## src/rtl/stream_write_sequencer_if.sv

```systemverilog
// Node-packet handshake and distribution-memory write bundle shared by the
// streaming address unit, the write sequencer and the destination memory.
interface stream_write_sequencer_if #(
    parameter int ADDRESS_WIDTH = 9,
    parameter int DATA_WIDTH    = 16
);
    logic                       in_valid;
    logic                       in_ready;
    logic [9*ADDRESS_WIDTH-1:0] in_addresses;
    logic [9*DATA_WIDTH-1:0]    in_f;
    logic                       mem_busy;
    logic                       mem_we;
    logic [3:0]                 mem_dir;
    logic [ADDRESS_WIDTH-2:0]   mem_addr;
    logic [DATA_WIDTH-1:0]      mem_wdata;
    logic                       node_done;
    logic                       frame_done;
    logic [ADDRESS_WIDTH-2:0]   node_count;

    // Upstream packet source plus memory backpressure.
    modport master (
        output in_valid, in_addresses, in_f, mem_busy,
        input  in_ready, mem_we, mem_dir, mem_addr, mem_wdata,
               node_done, frame_done, node_count
    );

    // Write sequencer.
    modport slave (
        input  in_valid, in_addresses, in_f, mem_busy,
        output in_ready, mem_we, mem_dir, mem_addr, mem_wdata,
               node_done, frame_done, node_count
    );
endinterface

```

## src/rtl/stream_write_sequencer.sv

```systemverilog
// Latches one node packet (9 streaming addresses + 9 distributions) and
// writes it to the destination memory one direction per cycle, skipping
// out-of-grid targets and stalling on memory backpressure.
module stream_write_sequencer #(
    parameter int GRID_DIM      = 16*16,
    parameter int ADDRESS_WIDTH = $clog2(GRID_DIM)+1,
    parameter int DATA_WIDTH    = 16
) (
    input logic                     clk,
    input logic                     reset,
    stream_write_sequencer_if.slave bus
);
    localparam int AW = ADDRESS_WIDTH;
    localparam int DW = DATA_WIDTH;
    localparam logic [AW-2:0] LAST_NODE = (AW-1)'(GRID_DIM-1);

    typedef enum logic {IDLE, WRITE} state_t;

    state_t          state_q, state_d;
    logic [3:0]      dir_q, dir_d;
    logic [9*AW-1:0] addr_q, addr_d;
    logic [9*DW-1:0] f_q, f_d;
    logic [AW-2:0]   count_q, count_d;
    logic            node_done_q, node_done_d;
    logic            frame_done_q, frame_done_d;

    logic [AW-1:0]   entry_addr;
    logic [DW-1:0]   entry_data;
    logic            entry_invalid;
    logic            advance;
    logic            last_dir;
    logic            ready;
    logic            take;

    // Select the latched slice for the current direction (dir0 is the MSB slice).
    always_comb begin
        // NOTE: every always_comb output gets a default first so no path infers a latch.
        entry_addr = '0;
        entry_data = '0;
        for (int i = 0; i < 9; i++) begin
            if (dir_q == 4'(i)) begin
                entry_addr = addr_q[(8-i)*AW +: AW];
                entry_data = f_q[(8-i)*DW +: DW];
            end
        end
    end

    // Next-state, handshake and counter logic.
    always_comb begin
        entry_invalid = entry_addr[AW-1];
        advance       = (state_q == WRITE) && (entry_invalid || !bus.mem_busy);
        last_dir      = advance && (dir_q == 4'd8);
        ready         = (state_q == IDLE) || last_dir;
        take          = bus.in_valid && ready;

        state_d      = state_q;
        dir_d        = dir_q;
        addr_d       = addr_q;
        f_d          = f_q;
        count_d      = count_q;
        node_done_d  = 1'b0;
        frame_done_d = 1'b0;

        if (take) begin
            addr_d  = bus.in_addresses;
            f_d     = bus.in_f;
            dir_d   = 4'd0;
            state_d = WRITE;
        end

        case (state_q)
            IDLE: ;
            WRITE: begin
                if (last_dir) begin
                    node_done_d = 1'b1;
                    if (count_q == LAST_NODE) begin
                        count_d      = '0;
                        frame_done_d = 1'b1;
                    end else begin
                        count_d = count_q + 1'b1;
                    end
                    if (!take) begin
                        state_d = IDLE;
                    end
                end else if (advance) begin
                    dir_d = dir_q + 4'd1;
                end
            end
            default: state_d = IDLE;
        endcase
    end

    // State, packet latches and counters; reset discards any packet in flight.
    always_ff @(posedge clk or posedge reset) begin
        if (reset) begin
            state_q      <= IDLE;
            dir_q        <= '0;
            // NOTE: the packet latches are cleared too, so mem_* outputs are defined from reset onward.
            addr_q       <= '0;
            f_q          <= '0;
            count_q      <= '0;
            node_done_q  <= 1'b0;
            frame_done_q <= 1'b0;
        end else begin
            // NOTE: sequential state uses non-blocking assignments only, so all registers update together.
            state_q      <= state_d;
            dir_q        <= dir_d;
            addr_q       <= addr_d;
            f_q          <= f_d;
            count_q      <= count_d;
            node_done_q  <= node_done_d;
            frame_done_q <= frame_done_d;
        end
    end

    assign bus.in_ready   = ready;
    assign bus.mem_we     = (state_q == WRITE) && !entry_invalid && !bus.mem_busy;
    assign bus.mem_dir    = (state_q == WRITE) ? dir_q : 4'd0;
    assign bus.mem_addr   = (state_q == WRITE) ? entry_addr[AW-2:0] : '0;
    assign bus.mem_wdata  = (state_q == WRITE) ? entry_data : '0;
    assign bus.node_done  = node_done_q;
    assign bus.frame_done = frame_done_q;
    assign bus.node_count = count_q;
endmodule
```

## src/flat_wrapper.sv

```systemverilog
// flat-port wrapper written by rule: the top's interface ports become plain ports
module stream_write_sequencer_flat 
#(
    parameter int GRID_DIM      = 16*16,
    parameter int ADDRESS_WIDTH = $clog2(GRID_DIM)+1,
    parameter int DATA_WIDTH    = 16
)
  (clk, reset, bus_in_valid, bus_in_addresses, bus_in_f, bus_mem_busy, bus_in_ready, bus_mem_we, bus_mem_dir, bus_mem_addr, bus_mem_wdata, bus_node_done, bus_frame_done, bus_node_count);
  stream_write_sequencer_if #(.ADDRESS_WIDTH(ADDRESS_WIDTH), .DATA_WIDTH(DATA_WIDTH)) bus_i ();
  input logic clk;
  input logic reset;
  input wire logic [$bits(bus_i.in_valid)-1:0] bus_in_valid;
  input wire logic [$bits(bus_i.in_addresses)-1:0] bus_in_addresses;
  input wire logic [$bits(bus_i.in_f)-1:0] bus_in_f;
  input wire logic [$bits(bus_i.mem_busy)-1:0] bus_mem_busy;
  output wire logic [$bits(bus_i.in_ready)-1:0] bus_in_ready;
  output wire logic [$bits(bus_i.mem_we)-1:0] bus_mem_we;
  output wire logic [$bits(bus_i.mem_dir)-1:0] bus_mem_dir;
  output wire logic [$bits(bus_i.mem_addr)-1:0] bus_mem_addr;
  output wire logic [$bits(bus_i.mem_wdata)-1:0] bus_mem_wdata;
  output wire logic [$bits(bus_i.node_done)-1:0] bus_node_done;
  output wire logic [$bits(bus_i.frame_done)-1:0] bus_frame_done;
  output wire logic [$bits(bus_i.node_count)-1:0] bus_node_count;
  assign bus_i.in_valid = bus_in_valid;
  assign bus_i.in_addresses = bus_in_addresses;
  assign bus_i.in_f = bus_in_f;
  assign bus_i.mem_busy = bus_mem_busy;
  assign bus_in_ready = bus_i.in_ready;
  assign bus_mem_we = bus_i.mem_we;
  assign bus_mem_dir = bus_i.mem_dir;
  assign bus_mem_addr = bus_i.mem_addr;
  assign bus_mem_wdata = bus_i.mem_wdata;
  assign bus_node_done = bus_i.node_done;
  assign bus_frame_done = bus_i.frame_done;
  assign bus_node_count = bus_i.node_count;
  stream_write_sequencer #(.GRID_DIM(GRID_DIM), .ADDRESS_WIDTH(ADDRESS_WIDTH), .DATA_WIDTH(DATA_WIDTH)) u_core (.clk(clk), .reset(reset), .bus(bus_i));
endmodule
```

## config.mk

```make
export PLATFORM = sky130hd
export DESIGN_NAME = stream_write_sequencer_flat
export DESIGN_NICKNAME = d
export VERILOG_FILES = /design/src/rtl/stream_write_sequencer_if.sv /design/src/rtl/stream_write_sequencer.sv /design/src/flat_wrapper.sv
export SDC_FILE = /design/constraint.sdc
export NUM_CORES = 1
export LEC_CHECK = 0
export CAP_MARGIN = 10
export CELL_PAD_IN_SITES_DETAIL_PLACEMENT = 0
export CELL_PAD_IN_SITES_GLOBAL_PLACEMENT = 1
export CORE_UTILIZATION = 40
export DETAILED_ROUTE_END_ITERATION = 10
export GPL_ROUTABILITY_DRIVEN = 0
export GPL_TIMING_DRIVEN = 0
export PLACE_DENSITY = 0.92
export SLEW_MARGIN = 30
export SYNTH_ARGS = -nofsm -noshare
export SYNTH_HDL_FRONTEND = slang
export SYNTH_SLANG_ARGS = --single-unit
```

## constraint.sdc

```tcl
create_clock -name clk -period 8.7 [get_ports clk]
set_input_delay 1.305 -clock clk [delete_from_list [all_inputs] [get_ports clk]]
set_output_delay 1.305 -clock clk [all_outputs]
set_load 0.02 [all_outputs]
```

# --- After elaboration in Yosys (flattened, before gate mapping) ---
# Index checks and enable logic that the tools add are counted.
totals:
  reg_bits: 240
  elab_cells: 65
op_classes:
  addsub: 2
  n_eq_ne: 9
  mux: 35
  n_bitwise: 1
  n_reduce_logical: 11
op_table:
  columns: ["cell", "n"]
  rows:
  - ["16-bit two-way mux", 10]
  - ["9-bit two-way mux", 9]
  - ["4-bit two-way mux", 5]
  - ["4-bit by 3-bit == test with 1-bit output (second input constant)", 4]
  - ["8-bit two-way mux", 2]
  - ["1-bit two-way mux", 9]
  - ["8-bit by 1-bit adder with 8-bit output (second input constant)", 1]
  - ["4-bit by 2-bit == test with 1-bit output (second input constant)", 2]
  - ["8-bit == test (second input constant)", 1]
  - ["1-bit logical AND", 5]
  - ["4-bit by 1-bit adder with 4-bit output (second input constant)", 1]
  - ["4-bit by 1-bit == test with 1-bit output (second input constant)", 1]
  - ["4-bit == test (second input constant)", 1]
  - ["4-bit logical NOT", 1]
  - ["1-bit logical NOT", 2]
  - ["1-bit logical OR", 2]
  - ["2-bit AND reduction", 1]
  - ["1-bit NOT", 1]

# --- Logic depth before layout (Yosys ltp) ---
# Gate-level depths: netlist of the first run.
depth:
  ltp_word: 19
  depth_mapped: 11
  ltp_nobuf: 9

# --- Worst setup path before layout of the first run ---
# No wires, ideal clock.
synth_timing:
  kind: "reg-to-output"
  start: "reg u_core.dir_q[0]"
  end: "out bus_mem_we"
  arrival_ns: 2.575
  required_time_ns: 7.395
  setup_slack_ns: 4.820
  stages_incl_launch_ff: 9
  n_path_buf: 1
  cell_sequence: "dfrtp_1 > inv_1 > ha_1 > or2_1 > buf_6 > a221oi_2 > o32a_2 > nor2_1 > a2111oi_0"
synth_between:
  elab_chain_cells: 13
  elab_cells_between_ends: 21
synth_rtl:
  columns: ["item", "line_no", "text"]
  rows:
  - ["from (decl)", "stream_write_sequencer.sv:20", "logic [3:0] dir_q, dir_d;"]
  - ["from (signal assigned)", "stream_write_sequencer.sv:107", "dir_q <= dir_d;"]
  - ["4-bit logical NOT", "stream_write_sequencer.sv:41", "if (dir_q == 4'(i)) begin"]
  - ["9-bit two-way mux (8 in series)", "stream_write_sequencer.sv:41", null]
  - ["9-bit two-way mux (*)", "stream_write_sequencer.sv:41", null]
  - ["1-bit logical NOT (*)", "stream_write_sequencer.sv:117", "assign bus.mem_we = (state_q == WRITE) && !entry_invalid && !bus.mem_busy;"]
  - ["1-bit logical AND (*) (2 in series)", "stream_write_sequencer.sv:117", null]
  - ["to (decl)", "flat_wrapper.sv:17", "output wire logic [$bits(bus_i.mem_we)-1:0] bus_mem_we;"]
# Every way passes the cells marked *; elsewhere a longest branch is shown, timed or not.

# --- Worst setup path in the final report of the first run ---
layout_timing:
  start: "reg u_core.dir_q[0]"
  end: "out bus_mem_wdata[3]"
layout_between:
  elab_chain_cells: 11
  elab_cells_between_ends: 19
layout_rtl:
  columns: ["item", "line_no", "text"]
  rows:
  - ["4-bit logical NOT", "stream_write_sequencer.sv:41", null]
  - ["16-bit two-way mux (8 in series)", "stream_write_sequencer.sv:41", null]
  - ["16-bit two-way mux (*)", "stream_write_sequencer.sv:41", null]
  - ["16-bit two-way mux (*)", "stream_write_sequencer.sv:120", "assign bus.mem_wdata = (state_q == WRITE) ? entry_data : '0;"]
  - ["to (decl)", "flat_wrapper.sv:20", "output wire logic [$bits(bus_i.mem_wdata)-1:0] bus_mem_wdata;"]
# Marked as above.

==> metrics, run 1 <==
Placed Area=0.0144 mm^2; Int Pwr=3.69 mW; fin crit period=between 5 and 6 ns; worst hold path type=reg -> reg; worst vdd ir=0.166 mV; starting DRC count in detailed routing=~600; Initial Util=approximately two fifths; vias after detailed routing=8559; DRC errors left=0; Die ar.=0.0286 mm^2; Routed Antenna Nets=0; Die Y=169 um; WP data required=7.39 ns; area grow syn2layout=37.6%; Tcrit/Tclk final=60.2%; switching part of the total=a little over a third; r2r setup slk=slightly above 6 ns; Post-CTS Setup Inserts=0; TNS Setup=0 ns; post-DP HPWL=25.1 mm; vias in the first global route=8875; Worst path slowest cell=clkdlybuf4s50_1; Gate Count Post-Synth=913; CTS Hold Bufs=0; Avg WL per Cell=21.0 um; clk buf depth=3; Buf/Inv on CP=4; Global Route Usage Sum=around a quarter; WP data arrival=a little under 4 ns; max-slew violation count=0; vias per cell=5.33; CP Launch Type=flop; initial antenna violation count=7; syn_nets=~1100; final instance area=between 0.015 and 0.02 mm^2; max incr delay on CP=0.65 ns; CTS Buf Count=27; number of fill cells=2301; H-tree levels=1; PD cells=~370 mW/mm^2; GRT overflow=0; Die W=169 um; fin nets=1447; Slew Limit Headroom=49.2%; CTS tree=done; commonest non-fill, non-tap cell in the layout=clkdlybuf4s50_1; Max Cap Viol=0; part of the power in combinational logic=44.4%; Fmax=around 190 MHz; Top FF cell, synth=dfrtp_1; clock-pin transition on the worst setup and hold timing paths=0.06 ns; PostCTS Resize Cnt=0; sw power=2.04 mW; Post-Syn Area=0.0112 mm^2; crit path kind=reg -> out; RSZ-0062 raised after global routing=false; EDFF count, synth=0; Rows=60; Setup WS post-layout=3.46 ns; Synth Area per Inst=roughly 12 um^2; final setup fails=0; sequential share of power=34.3%; synth warn=0; crit path cell chain=inv_1 -> ha_1 -> clkbuf_1 -> clkbuf_1 -> a221oi_1 -> nor3_1 -> o22ai_1 -> a31oi_1 -> clkdlybuf4s50_1; Post-Place Worst Slack=between 4 and 5 ns; clock root buffer=clkbuf_16; most frequent cells in the layout=268 x clkdlybuf4s50_1, 240 x dfrtp_1, 197 x mux2_2; largest fanout on the critical path=10; clk_skew=0.00701 ns; Critical Path Most Common Cell=clkbuf_1; hold slack=0.504 ns; Crit path max-delay family=buffers and inverters; flops & latches, synth=240; register area share after synthesis=a little over half; I/O pin total=269; PortBufs=approximately 270; first-pass iteration count of the detailed router=7; first-pass GRT wire length=51.4 mm; leakage=6.53 nW; actual slew at the worst max-slew pin=0.743 ns; Final Hold Vio Count=0; layout cells sized above 1=roughly a quarter; clock latency on the worst-skew pair=about 0.54 ns; Crit. End Element=output pin; Async SR Flop Fraction=between 90% and 100%; core area=0.0272 mm^2; CTS Sinks=240; Clock Power Share=21.3%; status=finished, final reports clean; largest net degree at the start of global routing=75; WL final=33.8 mm; post-synth cell types=39
metal layers:
metal / global-route usage [%] / part of all wire (%)
met5: 0 / 0.11
met4: 5.48 / 1.8
met3: 5.55 / 7.6
met2: 38.5 / 47
met1: 32.3 / 44
flip-flops by register name (all words and copies together), names as in the netlist:
register / flops
u_core.addr_q: 81
u_core.bus.frame_done: 1
u_core.bus.node_count: 8
u_core.bus.node_done: 1
u_core.dir_q: 4
u_core.f_q: 144
u_core.state_q: 1
power by group through the flow:
stage	clock network, mW	registers [mW]	logic, mW
floorplan	0	1.88	1.66
global placement	0	1.94	2.48
detailed placement	0	1.97	2.53
CTS	1.24	1.95	2.55
global route	1.29	2.02	2.74
finish	1.22	1.96	2.54
Yosys cell counts (4+ instances only):
| cell | instances | area [um^2] |
|---|---|---|
| a21oi_1 | 50 | 250 |
| a221oi_1 | 24 | 210 |
| a22oi_1 | 24 | 180 |
| a31oi_1 | 25 | 156 |
| buf_1 | 4 | 15.0 |
| buf_2 | 25 | 125 |
| buf_6 | 8 | 90.1 |
| clkbuf_1 | 34 | 128 |
| dfrtp_1 | 240 | 6010 |
| ha_1 | 5 | 62.6 |
| inv_1 | 32 | 120 |
| mux2_2 | 197 | 2220 |
| mux2_4 | 29 | 435 |
| nand2_1 | 40 | 150 |
| nand3_1 | 4 | 20.0 |
| nor2_1 | 12 | 45.0 |
| nor2b_1 | 25 | 156 |
| nor3_1 | 25 | 125 |
| o21ai_0 | 54 | 270 |
| o22ai_1 | 24 | 150 |
final timing paths:
check / to / startpoint / depth (start not counted)
hold reg to reg: u_core.f_q[7] / u_core.f_q[7] / 1
max in group asynchronous: u_core.f_q[43] / reset / 4
setup reg to reg: u_core.f_q[0] / u_core.dir_q[0] / 9
hold / removal: u_core.f_q[7] / u_core.f_q[7] / 1
setup / recovery: bus_mem_wdata[3] / u_core.dir_q[0] / 9
min in group asynchronous: u_core.addr_q[64] / reset / 2
worst register-to-register path: stages, from the launching register on:
cell	delay, ns
dfrtp_1	0.43
inv_1	0.12
ha_1	0.26
nor2b_2	0.19
nand2_2	0.14
o21ai_2	0.10
nand2_1	0.09
clkbuf_1	0.34
buf_2	0.43
mux2_2	0.39
per-stage QoR:
step                cells  total power [mW]  util, %
detailed placement   1556              4.50     53.1
floorplan             913              3.54        -
global placement     1553              4.42     52.7
CTS                  1603              5.74     56.6
global route         1604              6.05     56.6
finish               1607              5.73     56.6
cell families after synthesis:
logic type      after synthesis  share of synthesized area [%]
compound gates              209                           11.7
xor+xnor                      4                          0.313
fa+ha+maj                     5                          0.559
buf+inv                     103                           4.27
flops                       240                           53.7
mux                         229                           24.0
simple gates                123                           5.48
final cells by class:
cell class | count | area (um^2) | area share [%]
Sequential cell | 240 | 6010 | 39.0
Multi-Input combinational cell | 570 | 4700 | 30.5
Timing Repair Buffer | 271 | 2770 | 18.0
Clock buffer | 37 | 773 | 5.03
Tap cell | 372 | 465 | 3.03
Buffer | 71 | 358 | 2.33
Clock inverter | 10 | 179 | 1.16
Inverter | 32 | 128 | 0.830
Antenna cell | 4 | 10.0 | 0.0651
Power figures use the tool's default switching activity.
==> inputs of run 2 (changes only) <==
- clock period: 8.7 -> 4.98 ns (I/O delays scaled with it)
==> metrics, run 2 (synthesis gave the netlist of run 1 again) <==
crit path kind=reg -> out; commonest non-fill, non-tap cell in the layout=clkdlybuf4s50_1; CTS Hold Bufs=0; clk_skew=slightly below 0.009 ns; largest fanout on the critical path=10; first-pass GRT wire length=roughly 51 mm; Critical Path Most Common Cell=clkbuf_1; WP data arrival=3.87 ns; WL final=33.4 mm; vias per cell=5.31; largest net degree at the start of global routing=32; Placed Area=0.0145 mm^2; clk buf depth=3; DRC errors left=0; hold slack=0.496 ns; area grow syn2layout=38.4%; Initial Util=41.1%; Die Y=169 um; Tcrit/Tclk final=92.7%; Global Route Usage Sum=23.3%; layout cells sized above 1=around a quarter; Crit. End Element=output pin; first-pass iteration count of the detailed router=4; Max Cap Viol=0; core area=0.0272 mm^2; final instance area=about 0.015 mm^2; CTS Sinks=240; Crit path max-delay family=buffers and inverters; I/O pin total=269; Fmax=217 MHz; H-tree levels=1; clock latency on the worst-skew pair=0.52 ns; vias in the first global route=8858; final setup fails=0; CTS Buf Count=26; Avg WL per Cell=20.7 um; vias after detailed routing=8583; clock root buffer=clkbuf_16; PD cells=643 mW/mm^2; initial antenna violation count=7; worst hold path type=reg -> reg; CP Launch Type=flop; leakage=6.56 nW; Buf/Inv on CP=4; actual slew at the worst max-slew pin=0.635 ns; max incr delay on CP=between 0.6 and 0.7 ns; WP data required=4.23 ns; CTS tree=done; Largest Register=u_core.f_q; Worst path slowest cell=clkdlybuf4s50_1; fin nets=about 1500; Die ar.=0.0286 mm^2; clock-pin transition on the worst setup and hold timing paths=0.06 ns; Routed Antenna Nets=0; Slew Limit Headroom=just under 60%; Largest register FFs=144; Post-CTS Setup Inserts=0; Rows=60; crit path cell chain=inv_1 -> ha_1 -> clkbuf_1 -> clkbuf_1 -> a221oi_1 -> nor3_1 -> o22ai_1 -> a31oi_1 -> clkdlybuf4s50_1; status=finished, final reports clean; PortBufs=268; worst vdd ir=0.234 mV; fin crit period=4.62 ns; number of fill cells=about 2300; post-DP HPWL=roughly 26 mm; starting DRC count in detailed routing=605; most frequent cells in the layout=268 x clkdlybuf4s50_1, 240 x dfrtp_1, 197 x mux2_2; max-slew violation count=0; PostCTS Resize Cnt=0; Final Hold Vio Count=0; Power Total=between 9 and 10 mW; RSZ-0062 raised after global routing=false; GRT overflow=0; Die W=169 um
==> run 2: area by class of cell <==
class                      count  area [um^2]  area share (%)
antenna                        6         15.0          0.0970
buffer                        71          358            2.31
clock buffer                  41          798            5.16
clock inverter                 7          138           0.889
inverter                      32          124           0.800
multi-input combinational    570         4700            30.4
sequential                   240         6010            38.8
tap                          372          465            3.01
timing repair buffer         277         2880            18.6
==> run 2: routing by layer <==
metal  up-vias  global-route usage, %  wire, um
met5         -                      0        24
met4         4                   7.48       945
met3        62                   4.36      2130
met2       323                   37.3     15600
met1      4260                   32.0     14800
li1       3934                      -         -
==> run 2: through the flow <==
step / setup WS [ns] / TNS [ns] / utilization [%] / cells
global placement: -0.673 / -156.94 / 52.7 / 1553
detailed placement: 0.920 / 0 / 53.5 / 1562
floorplan: 1.09 / 0 / - / 913
finish: 0.364 / 0 / 57.0 / 1616
global route: 0.0921 / 0 / 56.9 / 1612
CTS: 0.327 / 0 / 56.9 / 1610
==> run 2: final timing paths <==
path | slack [ns] | from | to | cells past startpoint
setup / recovery | 0.36 | u_core.dir_q[0] | bus_mem_wdata[11] | 9
hold / removal | 0.50 | u_core.bus.node_count[6] | u_core.bus.node_count[6] | 1
setup reg to reg | 2.36 | u_core.dir_q[0] | u_core.addr_q[77] | 9
hold reg to reg | 0.50 | u_core.bus.node_count[6] | u_core.bus.node_count[6] | 1
max in group asynchronous | 3.26 | reset | u_core.bus.node_count[3] | 6
min in group asynchronous | 0.63 | reset | u_core.addr_q[78] | 2
==> run 2: where the power goes <==
part / leakage, nW / total [mW] / internal, mW / switching [mW]
logic: 3.18 / 4.44 / 2.21 / 2.22
clock network: 0.456 / 2.08 / 1.30 / 0.779
registers: 2.93 / 3.43 / 2.90 / 0.533
==> run 2: worst reg2reg max path, delay by kind of cell, from the launching register on <==
kind	cells	cell delay (ns)
muxes	1	0.39
buffers and inverters	3	0.87
DFF	1	0.44
adders and majority gates	1	0.26
and+or+nand+nor	3	0.43
AOI/OAI and AO/OA	1	0.12
